$ cat src/rtl/axilite_pkg.sv
// axilite_pkg
// Shared definitions for the AXI-Lite to local-bus bridge:
//   RESP_OKAY / RESP_SLVERR : AXI-Lite response codes driven on BRESP/RRESP
//   wr_state_t / rd_state_t : state encodings of the write and read FSMs
package axilite_pkg;

  localparam logic [1:0] RESP_OKAY   = 2'b00;
  localparam logic [1:0] RESP_SLVERR = 2'b10;

  typedef enum logic [1:0] {W_IDLE, W_EXEC, W_RESP} wr_state_t;
  typedef enum logic [1:0] {R_IDLE, R_EXEC, R_RESP} rd_state_t;

endpackage

$ cat src/rtl/axilite2lb_if.sv
// axilite2lb_if
// AXI-Lite channel bundle (AW, W, B, AR, R).
//   master modport : drives addresses, data, valids and bready/rready
//   slave modport  : drives the readys, responses and read data
// The *prot fields are carried for completeness; the bridge ignores them.
interface axilite2lb_if #(
  parameter int ADDR_W = 16,
  parameter int DATA_W = 32,
  parameter int STRB_W = DATA_W / 8
);

  logic [ADDR_W-1:0] awaddr;
  logic [2:0]        awprot;
  logic              awvalid;
  logic              awready;

  logic [DATA_W-1:0] wdata;
  logic [STRB_W-1:0] wstrb;
  logic              wvalid;
  logic              wready;

  logic [1:0]        bresp;
  logic              bvalid;
  logic              bready;

  logic [ADDR_W-1:0] araddr;
  logic [2:0]        arprot;
  logic              arvalid;
  logic              arready;

  logic [DATA_W-1:0] rdata;
  logic [1:0]        rresp;
  logic              rvalid;
  logic              rready;

  modport master (
    output awaddr, awprot, awvalid, input awready,
    output wdata, wstrb, wvalid, input wready,
    input bresp, bvalid, output bready,
    output araddr, arprot, arvalid, input arready,
    input rdata, rresp, rvalid, output rready
  );

  modport slave (
    input awaddr, awprot, awvalid, output awready,
    input wdata, wstrb, wvalid, output wready,
    output bresp, bvalid, input bready,
    input araddr, arprot, arvalid, output arready,
    output rdata, rresp, rvalid, input rready
  );

endinterface

$ cat src/rtl/lb_timer.sv
// lb_timer
// Per-transaction local-bus timeout counter.
//   clk, rst_n : clock, asynchronous active-low reset
//   clr        : synchronous clear (held while the owning FSM is outside EXEC)
//   en         : count one EXEC cycle
//   expired    : high during the EXEC cycle whose count brings the counter to
//                all-ones, i.e. the (2**TMO_W-1)-th cycle spent waiting
module lb_timer #(
  parameter int TMO_W = 8
) (
  input  logic clk,
  input  logic rst_n,
  input  logic clr,
  input  logic en,
  output logic expired
);

  localparam logic [TMO_W-1:0] ALL_ONES = '1;
  localparam logic [TMO_W-1:0] ONE      = TMO_W'(1);
  localparam logic [TMO_W-1:0] LAST     = ALL_ONES - ONE;

  logic [TMO_W-1:0] cnt_q, cnt_d;

  always_comb begin
    cnt_d = cnt_q;
    if (clr) begin
      cnt_d = '0;
    end else if (en && (cnt_q != ALL_ONES)) begin
      cnt_d = cnt_q + ONE;
    end
  end

  always_ff @(posedge clk or negedge rst_n) begin
    if (!rst_n) begin
      cnt_q <= '0;
    end else begin
      cnt_q <= cnt_d;
    end
  end

  // cnt_q holds completed EXEC cycles; this cycle completes the last one.
  assign expired = en && !clr && (cnt_q == LAST);

endmodule

$ cat src/rtl/axilite2lb.sv
// axilite2lb
// AXI-Lite slave to simple local-bus bridge with independent write and read
// paths, one outstanding transaction per path, and a per-transaction timeout
// that turns a silent local bus into an SLVERR response.
//   clk, rst_n        : clock, asynchronous active-low reset
//   axil (slave)      : AXI-Lite AW/W/B/AR/R channels
//   lb_waddr/wdata/wstrb, lb_wen, lb_wready : local-bus write request/accept
//   lb_raddr, lb_ren, lb_rdata, lb_rvalid   : local-bus read request/response
// Every output is driven straight from a register.
module axilite2lb #(
  parameter int ADDR_W = 16,
  parameter int DATA_W = 32,
  parameter int STRB_W = DATA_W / 8,
  parameter int TMO_W  = 8
) (
  input  logic              clk,
  input  logic              rst_n,
  axilite2lb_if.slave       axil,
  output logic [ADDR_W-1:0] lb_waddr,
  output logic [DATA_W-1:0] lb_wdata,
  output logic [STRB_W-1:0] lb_wstrb,
  output logic              lb_wen,
  input  logic              lb_wready,
  output logic [ADDR_W-1:0] lb_raddr,
  output logic              lb_ren,
  input  logic [DATA_W-1:0] lb_rdata,
  input  logic              lb_rvalid
);

  import axilite_pkg::*;

  // ---------------- write path ----------------
  wr_state_t         wr_state_q, wr_state_d;
  logic              awready_q, awready_d, wready_q, wready_d;
  logic              aw_got_q, aw_got_d, w_got_q, w_got_d;
  logic [ADDR_W-1:0] lb_waddr_q, lb_waddr_d;
  logic [DATA_W-1:0] lb_wdata_q, lb_wdata_d;
  logic [STRB_W-1:0] lb_wstrb_q, lb_wstrb_d;
  logic              lb_wen_q, lb_wen_d;
  logic              bvalid_q, bvalid_d;
  logic [1:0]        bresp_q, bresp_d;
  logic              aw_hs, w_hs, w_expired;

  lb_timer #(.TMO_W(TMO_W)) u_wr_timer (
    .clk     (clk),
    .rst_n   (rst_n),
    .clr     (wr_state_q != W_EXEC),
    .en      (wr_state_q == W_EXEC),
    .expired (w_expired)
  );

  always_comb begin
    wr_state_d = wr_state_q;
    awready_d  = awready_q;
    wready_d   = wready_q;
    aw_got_d   = aw_got_q;
    w_got_d    = w_got_q;
    lb_waddr_d = lb_waddr_q;
    lb_wdata_d = lb_wdata_q;
    lb_wstrb_d = lb_wstrb_q;
    lb_wen_d   = lb_wen_q;
    bvalid_d   = bvalid_q;
    bresp_d    = bresp_q;
    aw_hs      = awready_q && axil.awvalid;
    w_hs       = wready_q && axil.wvalid;
    unique case (wr_state_q)
      W_IDLE: begin
        // Each ready stays up until its own channel has been captured; AW and
        // W may land in any order, so the two captures are tracked separately.
        awready_d = !(aw_got_q || aw_hs);
        wready_d  = !(w_got_q || w_hs);
        if (aw_hs) begin
          lb_waddr_d = axil.awaddr;
          aw_got_d   = 1'b1;
        end
        if (w_hs) begin
          lb_wdata_d = axil.wdata;
          lb_wstrb_d = axil.wstrb;
          w_got_d    = 1'b1;
        end
        if ((aw_got_q || aw_hs) && (w_got_q || w_hs)) begin
          wr_state_d = W_EXEC;
          lb_wen_d   = 1'b1;
          aw_got_d   = 1'b0;
          w_got_d    = 1'b0;
        end
      end
      W_EXEC: begin
        // A real accept beats a simultaneous expiry.
        if (lb_wready || w_expired) begin
          wr_state_d = W_RESP;
          lb_wen_d   = 1'b0;
          bvalid_d   = 1'b1;
          bresp_d    = lb_wready ? RESP_OKAY : RESP_SLVERR;
        end
      end
      W_RESP: begin
        if (axil.bready) begin
          wr_state_d = W_IDLE;
          bvalid_d   = 1'b0;
          awready_d  = 1'b1;
          wready_d   = 1'b1;
        end
      end
      default: wr_state_d = W_IDLE;
    endcase
  end

  always_ff @(posedge clk or negedge rst_n) begin
    if (!rst_n) begin
      wr_state_q <= W_IDLE;
      awready_q  <= 1'b0;
      wready_q   <= 1'b0;
      aw_got_q   <= 1'b0;
      w_got_q    <= 1'b0;
      lb_waddr_q <= '0;
      lb_wdata_q <= '0;
      lb_wstrb_q <= '0;
      lb_wen_q   <= 1'b0;
      bvalid_q   <= 1'b0;
      bresp_q    <= RESP_OKAY;
    end else begin
      wr_state_q <= wr_state_d;
      awready_q  <= awready_d;
      wready_q   <= wready_d;
      aw_got_q   <= aw_got_d;
      w_got_q    <= w_got_d;
      lb_waddr_q <= lb_waddr_d;
      lb_wdata_q <= lb_wdata_d;
      lb_wstrb_q <= lb_wstrb_d;
      lb_wen_q   <= lb_wen_d;
      bvalid_q   <= bvalid_d;
      bresp_q    <= bresp_d;
    end
  end

  // ---------------- read path ----------------
  rd_state_t         rd_state_q, rd_state_d;
  logic              arready_q, arready_d;
  logic [ADDR_W-1:0] lb_raddr_q, lb_raddr_d;
  logic              lb_ren_q, lb_ren_d;
  logic              rvalid_q, rvalid_d;
  logic [DATA_W-1:0] rdata_q, rdata_d;
  logic [1:0]        rresp_q, rresp_d;
  logic              r_expired;

  lb_timer #(.TMO_W(TMO_W)) u_rd_timer (
    .clk     (clk),
    .rst_n   (rst_n),
    .clr     (rd_state_q != R_EXEC),
    .en      (rd_state_q == R_EXEC),
    .expired (r_expired)
  );

  always_comb begin
    rd_state_d = rd_state_q;
    arready_d  = arready_q;
    lb_raddr_d = lb_raddr_q;
    lb_ren_d   = lb_ren_q;
    rvalid_d   = rvalid_q;
    rdata_d    = rdata_q;
    rresp_d    = rresp_q;
    unique case (rd_state_q)
      R_IDLE: begin
        arready_d = 1'b1;
        if (arready_q && axil.arvalid) begin
          rd_state_d = R_EXEC;
          arready_d  = 1'b0;
          lb_raddr_d = axil.araddr;
          lb_ren_d   = 1'b1;
        end
      end
      R_EXEC: begin
        if (lb_rvalid || r_expired) begin
          rd_state_d = R_RESP;
          lb_ren_d   = 1'b0;
          rvalid_d   = 1'b1;
          rdata_d    = lb_rvalid ? lb_rdata : '0;
          rresp_d    = lb_rvalid ? RESP_OKAY : RESP_SLVERR;
        end
      end
      R_RESP: begin
        if (axil.rready) begin
          rd_state_d = R_IDLE;
          rvalid_d   = 1'b0;
          arready_d  = 1'b1;
        end
      end
      default: rd_state_d = R_IDLE;
    endcase
  end

  always_ff @(posedge clk or negedge rst_n) begin
    if (!rst_n) begin
      rd_state_q <= R_IDLE;
      arready_q  <= 1'b0;
      lb_raddr_q <= '0;
      lb_ren_q   <= 1'b0;
      rvalid_q   <= 1'b0;
      rdata_q    <= '0;
      rresp_q    <= RESP_OKAY;
    end else begin
      rd_state_q <= rd_state_d;
      arready_q  <= arready_d;
      lb_raddr_q <= lb_raddr_d;
      lb_ren_q   <= lb_ren_d;
      rvalid_q   <= rvalid_d;
      rdata_q    <= rdata_d;
      rresp_q    <= rresp_d;
    end
  end

  // ---------------- outputs ----------------
  assign axil.awready = awready_q;
  assign axil.wready  = wready_q;
  assign axil.bvalid  = bvalid_q;
  assign axil.bresp   = bresp_q;
  assign axil.arready = arready_q;
  assign axil.rvalid  = rvalid_q;
  assign axil.rdata   = rdata_q;
  assign axil.rresp   = rresp_q;
  assign lb_waddr     = lb_waddr_q;
  assign lb_wdata     = lb_wdata_q;
  assign lb_wstrb     = lb_wstrb_q;
  assign lb_wen       = lb_wen_q;
  assign lb_raddr     = lb_raddr_q;
  assign lb_ren       = lb_ren_q;

endmodule

$ cat src/flat_wrapper.sv
// flat-port wrapper written by rule: the top's interface ports become plain ports
module axilite2lb_flat import axilite_pkg::*;
#(
  parameter int ADDR_W = 16,
  parameter int DATA_W = 32,
  parameter int STRB_W = DATA_W / 8,
  parameter int TMO_W  = 8
)
  (clk, rst_n, lb_waddr, lb_wdata, lb_wstrb, lb_wen, lb_wready, lb_raddr, lb_ren, lb_rdata, lb_rvalid, axil_awaddr, axil_awprot, axil_awvalid, axil_awready, axil_wdata, axil_wstrb, axil_wvalid, axil_wready, axil_bresp, axil_bvalid, axil_bready, axil_araddr, axil_arprot, axil_arvalid, axil_arready, axil_rdata, axil_rresp, axil_rvalid, axil_rready);
  axilite2lb_if #(.ADDR_W(ADDR_W), .DATA_W(DATA_W), .STRB_W(STRB_W)) axil_i ();
  input  logic clk;
  input  logic rst_n;
  output logic [ADDR_W-1:0] lb_waddr;
  output logic [DATA_W-1:0] lb_wdata;
  output logic [STRB_W-1:0] lb_wstrb;
  output logic lb_wen;
  input  logic lb_wready;
  output logic [ADDR_W-1:0] lb_raddr;
  output logic lb_ren;
  input  logic [DATA_W-1:0] lb_rdata;
  input  logic lb_rvalid;
  input wire logic [$bits(axil_i.awaddr)-1:0] axil_awaddr;
  input wire logic [$bits(axil_i.awprot)-1:0] axil_awprot;
  input wire logic [$bits(axil_i.awvalid)-1:0] axil_awvalid;
  output wire logic [$bits(axil_i.awready)-1:0] axil_awready;
  input wire logic [$bits(axil_i.wdata)-1:0] axil_wdata;
  input wire logic [$bits(axil_i.wstrb)-1:0] axil_wstrb;
  input wire logic [$bits(axil_i.wvalid)-1:0] axil_wvalid;
  output wire logic [$bits(axil_i.wready)-1:0] axil_wready;
  output wire logic [$bits(axil_i.bresp)-1:0] axil_bresp;
  output wire logic [$bits(axil_i.bvalid)-1:0] axil_bvalid;
  input wire logic [$bits(axil_i.bready)-1:0] axil_bready;
  input wire logic [$bits(axil_i.araddr)-1:0] axil_araddr;
  input wire logic [$bits(axil_i.arprot)-1:0] axil_arprot;
  input wire logic [$bits(axil_i.arvalid)-1:0] axil_arvalid;
  output wire logic [$bits(axil_i.arready)-1:0] axil_arready;
  output wire logic [$bits(axil_i.rdata)-1:0] axil_rdata;
  output wire logic [$bits(axil_i.rresp)-1:0] axil_rresp;
  output wire logic [$bits(axil_i.rvalid)-1:0] axil_rvalid;
  input wire logic [$bits(axil_i.rready)-1:0] axil_rready;
  assign axil_i.awaddr = axil_awaddr;
  assign axil_i.awprot = axil_awprot;
  assign axil_i.awvalid = axil_awvalid;
  assign axil_awready = axil_i.awready;
  assign axil_i.wdata = axil_wdata;
  assign axil_i.wstrb = axil_wstrb;
  assign axil_i.wvalid = axil_wvalid;
  assign axil_wready = axil_i.wready;
  assign axil_bresp = axil_i.bresp;
  assign axil_bvalid = axil_i.bvalid;
  assign axil_i.bready = axil_bready;
  assign axil_i.araddr = axil_araddr;
  assign axil_i.arprot = axil_arprot;
  assign axil_i.arvalid = axil_arvalid;
  assign axil_arready = axil_i.arready;
  assign axil_rdata = axil_i.rdata;
  assign axil_rresp = axil_i.rresp;
  assign axil_rvalid = axil_i.rvalid;
  assign axil_i.rready = axil_rready;
  axilite2lb #(.ADDR_W(ADDR_W), .DATA_W(DATA_W), .STRB_W(STRB_W), .TMO_W(TMO_W)) u_core (.clk(clk), .rst_n(rst_n), .axil(axil_i), .lb_waddr(lb_waddr), .lb_wdata(lb_wdata), .lb_wstrb(lb_wstrb), .lb_wen(lb_wen), .lb_wready(lb_wready), .lb_raddr(lb_raddr), .lb_ren(lb_ren), .lb_rdata(lb_rdata), .lb_rvalid(lb_rvalid));
endmodule
$ cat config.mk
export PLATFORM = sky130hd
export DESIGN_NAME = axilite2lb_flat
export DESIGN_NICKNAME = d
export VERILOG_FILES = /design/src/rtl/axilite_pkg.sv /design/src/rtl/axilite2lb_if.sv /design/src/rtl/lb_timer.sv /design/src/rtl/axilite2lb.sv /design/src/flat_wrapper.sv
export SDC_FILE = /design/constraint.sdc
export NUM_CORES = 1
export LEC_CHECK = 0
export CAP_MARGIN = 10
export CORE_UTILIZATION = 40
export CTS_CLUSTER_DIAMETER = 120
export CTS_CLUSTER_SIZE = 24
export DETAILED_ROUTE_END_ITERATION = 12
export GPL_ROUTABILITY_DRIVEN = 0
export HOLD_SLACK_MARGIN = 0.08
export PLACE_DENSITY = 0.83
export SETUP_SLACK_MARGIN = 0.05
export SLEW_MARGIN = 20
export SYNTH_ARGS = -nofsm -noshare
export SYNTH_HDL_FRONTEND = slang
export SYNTH_SLANG_ARGS = --single-unit
$ cat constraint.sdc
create_clock -name clk -period 4.9 [get_ports clk]
set_input_delay 0.98 -clock clk [delete_from_list [all_inputs] [get_ports clk]]
set_output_delay 0.98 -clock clk [all_outputs]
set_load 0.1 [all_outputs]
==> impl_metrics.env <==
export IMPL_worstHoldPathType="input port to async pin"
export IMPL_nets=770
export IMPL_route_final_wire_length_um=13100
export IMPL_first_global_vias=4543
export IMPL_placeableCoreArea_um2=13300
export IMPL_die_area_um2=14200
export IMPL_finalWorstPathRequiredPeriod_ps=2950
export IMPL_dominantRegCellSynth="dfrtp_1"
export IMPL_worstMarginPinSlew_ps=1020
export IMPL_crit_path_max_fanout=4
export IMPL_fin_area_um2=8360
export IMPL_worstSetupPathType="flop to output port"
export IMPL_maxCapViolations=0
export IMPL_ioPinCount=226
export IMPL_first_iter_violations=254
export IMPL_area_sequential_um2=3280
export IMPL_tns_ps=0
export IMPL_timing_clock_skew_ps=6.14
export IMPL_drc=0
export IMPL_max_clock_freq_mhz=339
export IMPL_tritonroute_pass_1_iters=4
export IMPL_layout_area_overhead_vs_synth_pct=52.8
export IMPL_timing_critical_path_from_type="flop"
export IMPL_wire_length_of_the_first_global_routing_pass_um=21400
export IMPL_dr_wl_met2_um=6620
export IMPL_drt_wirelength_per_cell_um=15.6
export IMPL_cts_buffers_inserted=17
export IMPL_synth_area_um2=5470
export IMPL_avgViaCountPerCell=5.21
export IMPL_worst_path_dominant_cell_family="buffers and inverters"
export IMPL_postCtsHoldBufs=0
export IMPL_die_height_um=119
export IMPL_n_antenna_cell=0
export IMPL_drive_gt1_share_pct=16.3
export IMPL_yosys_warnings=0
export IMPL_postCtsSetupRepairBufs=0
export IMPL_critical_path_arrival_ps=1970
export IMPL_clock_root_buffer="clkbuf_16"
export IMPL_num_vias=4376
export IMPL_multi_input_logic_area_um2=1900
export IMPL_worst_skew_pair_late_latency_ps=410
export IMPL_endpoint_kind="output port"
export IMPL_met3_length_um=974
export IMPL_cts_tree="done"
export IMPL_placed_area_um2=7740
export IMPL_cp_num_buf_inv=1
export IMPL_grt_total_usage_pct=19.0
export IMPL_fraction_of_the_yosys_area_taken_by_sequential_cells_pct=59.9
export IMPL_crit_chain="clkdlybuf4s50_1"
export IMPL_highest_layer="met4"
export IMPL_syn_inst=436
export IMPL_synth_async_reset_ratio_pct=100
export IMPL_cpPeakStageDelay_ps=1160
export IMPL_layout_cells_most_common="clkdlybuf4s50_1"
export IMPL_final_min_period_over_clock_period_pct=60.3
export IMPL_grt_start_max_net_pins=59
export IMPL_overflow=0
export IMPL_cts_num_sinks=131
export IMPL_layout_common_cells="216 x clkdlybuf4s50_1, 131 x dfrtp_1, 64 x mux2_2"
export IMPL_ant_nets=0
export IMPL_slew_limit_headroom_pct=32.0
export IMPL_cts_path_max_buffers=2
export IMPL_initial_utilization_pct=41.2
export IMPL_cp_required_ps=3920
export IMPL_fillers=986
export IMPL_chipWidth_um=119
export IMPL_met1Wirelength_um=5210
export IMPL_fin_hold_ws_ps=493
export IMPL_port_buffer_count=217
export IMPL_slowest_stage="clkdlybuf4s50_1"
export IMPL_htreeDepth=4
export IMPL_finalHoldViolCount=0
export IMPL_synth_cell_types=42
export IMPL_synth_edff_count=0
export IMPL_grt_antenna_before_repair=0
export IMPL_slew_violations=0
export IMPL_outcome="finished clean"
export IMPL_setup_violations_final=0
export IMPL_number_of_standard_cell_rows_in_the_floorplan=42
export IMPL_total_of_flip_flops_plus_latches_after_synthesis=131
export IMPL_post_synth_cell_area_avg_um2=12.5
export IMPL_unrepaired_setup_endpoints_after_global_routing="no"
export IMPL_worst_setup_hold_path_clk_slew_ps=60
export IMPL_hpwlAfterDp_um=9360
export IMPL_count_of_cells_resized_by_post_cts_repair=0
-- metrics by stage --
| step | cells | setup WS (ps) | utilization [%] |
|---|---|---|---|
| floorplan | 437 | 2750 | - |
| global route | 840 | 1900 | 62.9 |
| CTS | 839 | 1930 | 62.8 |
| finish | 840 | 1950 | 62.9 |
| global placement | 807 | 1830 | 58.2 |
| detailed placement | 807 | 1760 | 58.2 |
-- cells by family (layout without fill, tap and decap cells) --
family,count (synthesis),count (layout),share of synthesized area (%)
AOI/OAI and AO/OA,114,114,13.5
other,1,2,0.0685
adders and majority gates,4,4,0.915
and+or+nand+nor,52,52,5.67
buffers and inverters,65,292,5.79
muxes,69,69,14.2
DFF,131,131,59.9
-- flip-flops by register name, indices dropped and copies added, names as in the netlist, 4 cells and up --
register,cells
u_core.lb_raddr,16
u_core.u_rd_timer.cnt_q,8
u_core.lb_waddr,16
u_core.lb_wstrb,4
u_core.axil.rdata,32
u_core.lb_wdata,32
u_core.u_wr_timer.cnt_q,8
-- per-layer routing --
| layer | vias up | GRT usage [%] |
|---|---|---|
| met2 | 186 | 32.0 |
| met1 | 2166 | 22.1 |
| met4 | 0 | 9.49 |
| met3 | 27 | 5.75 |
| met5 | - | 0 |
| li1 | 1997 | - |
-- path summary, 6_finish.rpt --
check / start / endpoint / slack [ps] / depth (start not counted)
worst max register to register: u_core.wr_state_q[0] / u_core.lb_wdata[6] / 2750 / 3
max in group asynchronous: rst_n / u_core.axil.rdata[17] / 3350 / 2
worst max-delay path: u_core.axil.awready / axil_awready / 1950 / 1
min in group clk: u_core.lb_wdata[16] / u_core.lb_wdata[16] / 490 / 1
worst min register to register: u_core.lb_wdata[16] / u_core.lb_wdata[16] / 490 / 1
worst min-delay path: rst_n / u_core.lb_waddr[15] / 490 / 1
-- layout make-up --
cell class	count	share of cell area, %
flip-flops and latches	131	39.2
repair buffers	222	26.4
multi-input cells	241	22.8
clock buffers	19	5.42
well taps	176	2.63
clock inverters	13	1.89
inverters	38	1.71
-- synth_stat cells, types with 4 or more instances --
library cell | instances | area, µm²
ha_1 | 4 | 50.1
inv_1 | 38 | 143
nor3_1 | 7 | 35.0
a31oi_1 | 10 | 62.6
a21oi_1 | 11 | 55.1
buf_6 | 5 | 56.3
mux2_1 | 4 | 45.0
a211oi_1 | 4 | 30.0
buf_2 | 8 | 40.0
nor2_1 | 5 | 18.8
buf_4 | 6 | 45.0
a22oi_1 | 32 | 240
nand3_1 | 6 | 30.0
nand2_1 | 10 | 37.5
dfrtp_1 | 131 | 3280
clkbuf_1 | 6 | 22.5
o21ai_0 | 40 | 200
nand2b_1 | 5 | 31.3
o21bai_1 | 4 | 30.0
mux2_2 | 64 | 721
Power is not shown: default switching activity piles up to over one toggle a cycle in this logic, so the estimate is an artifact.
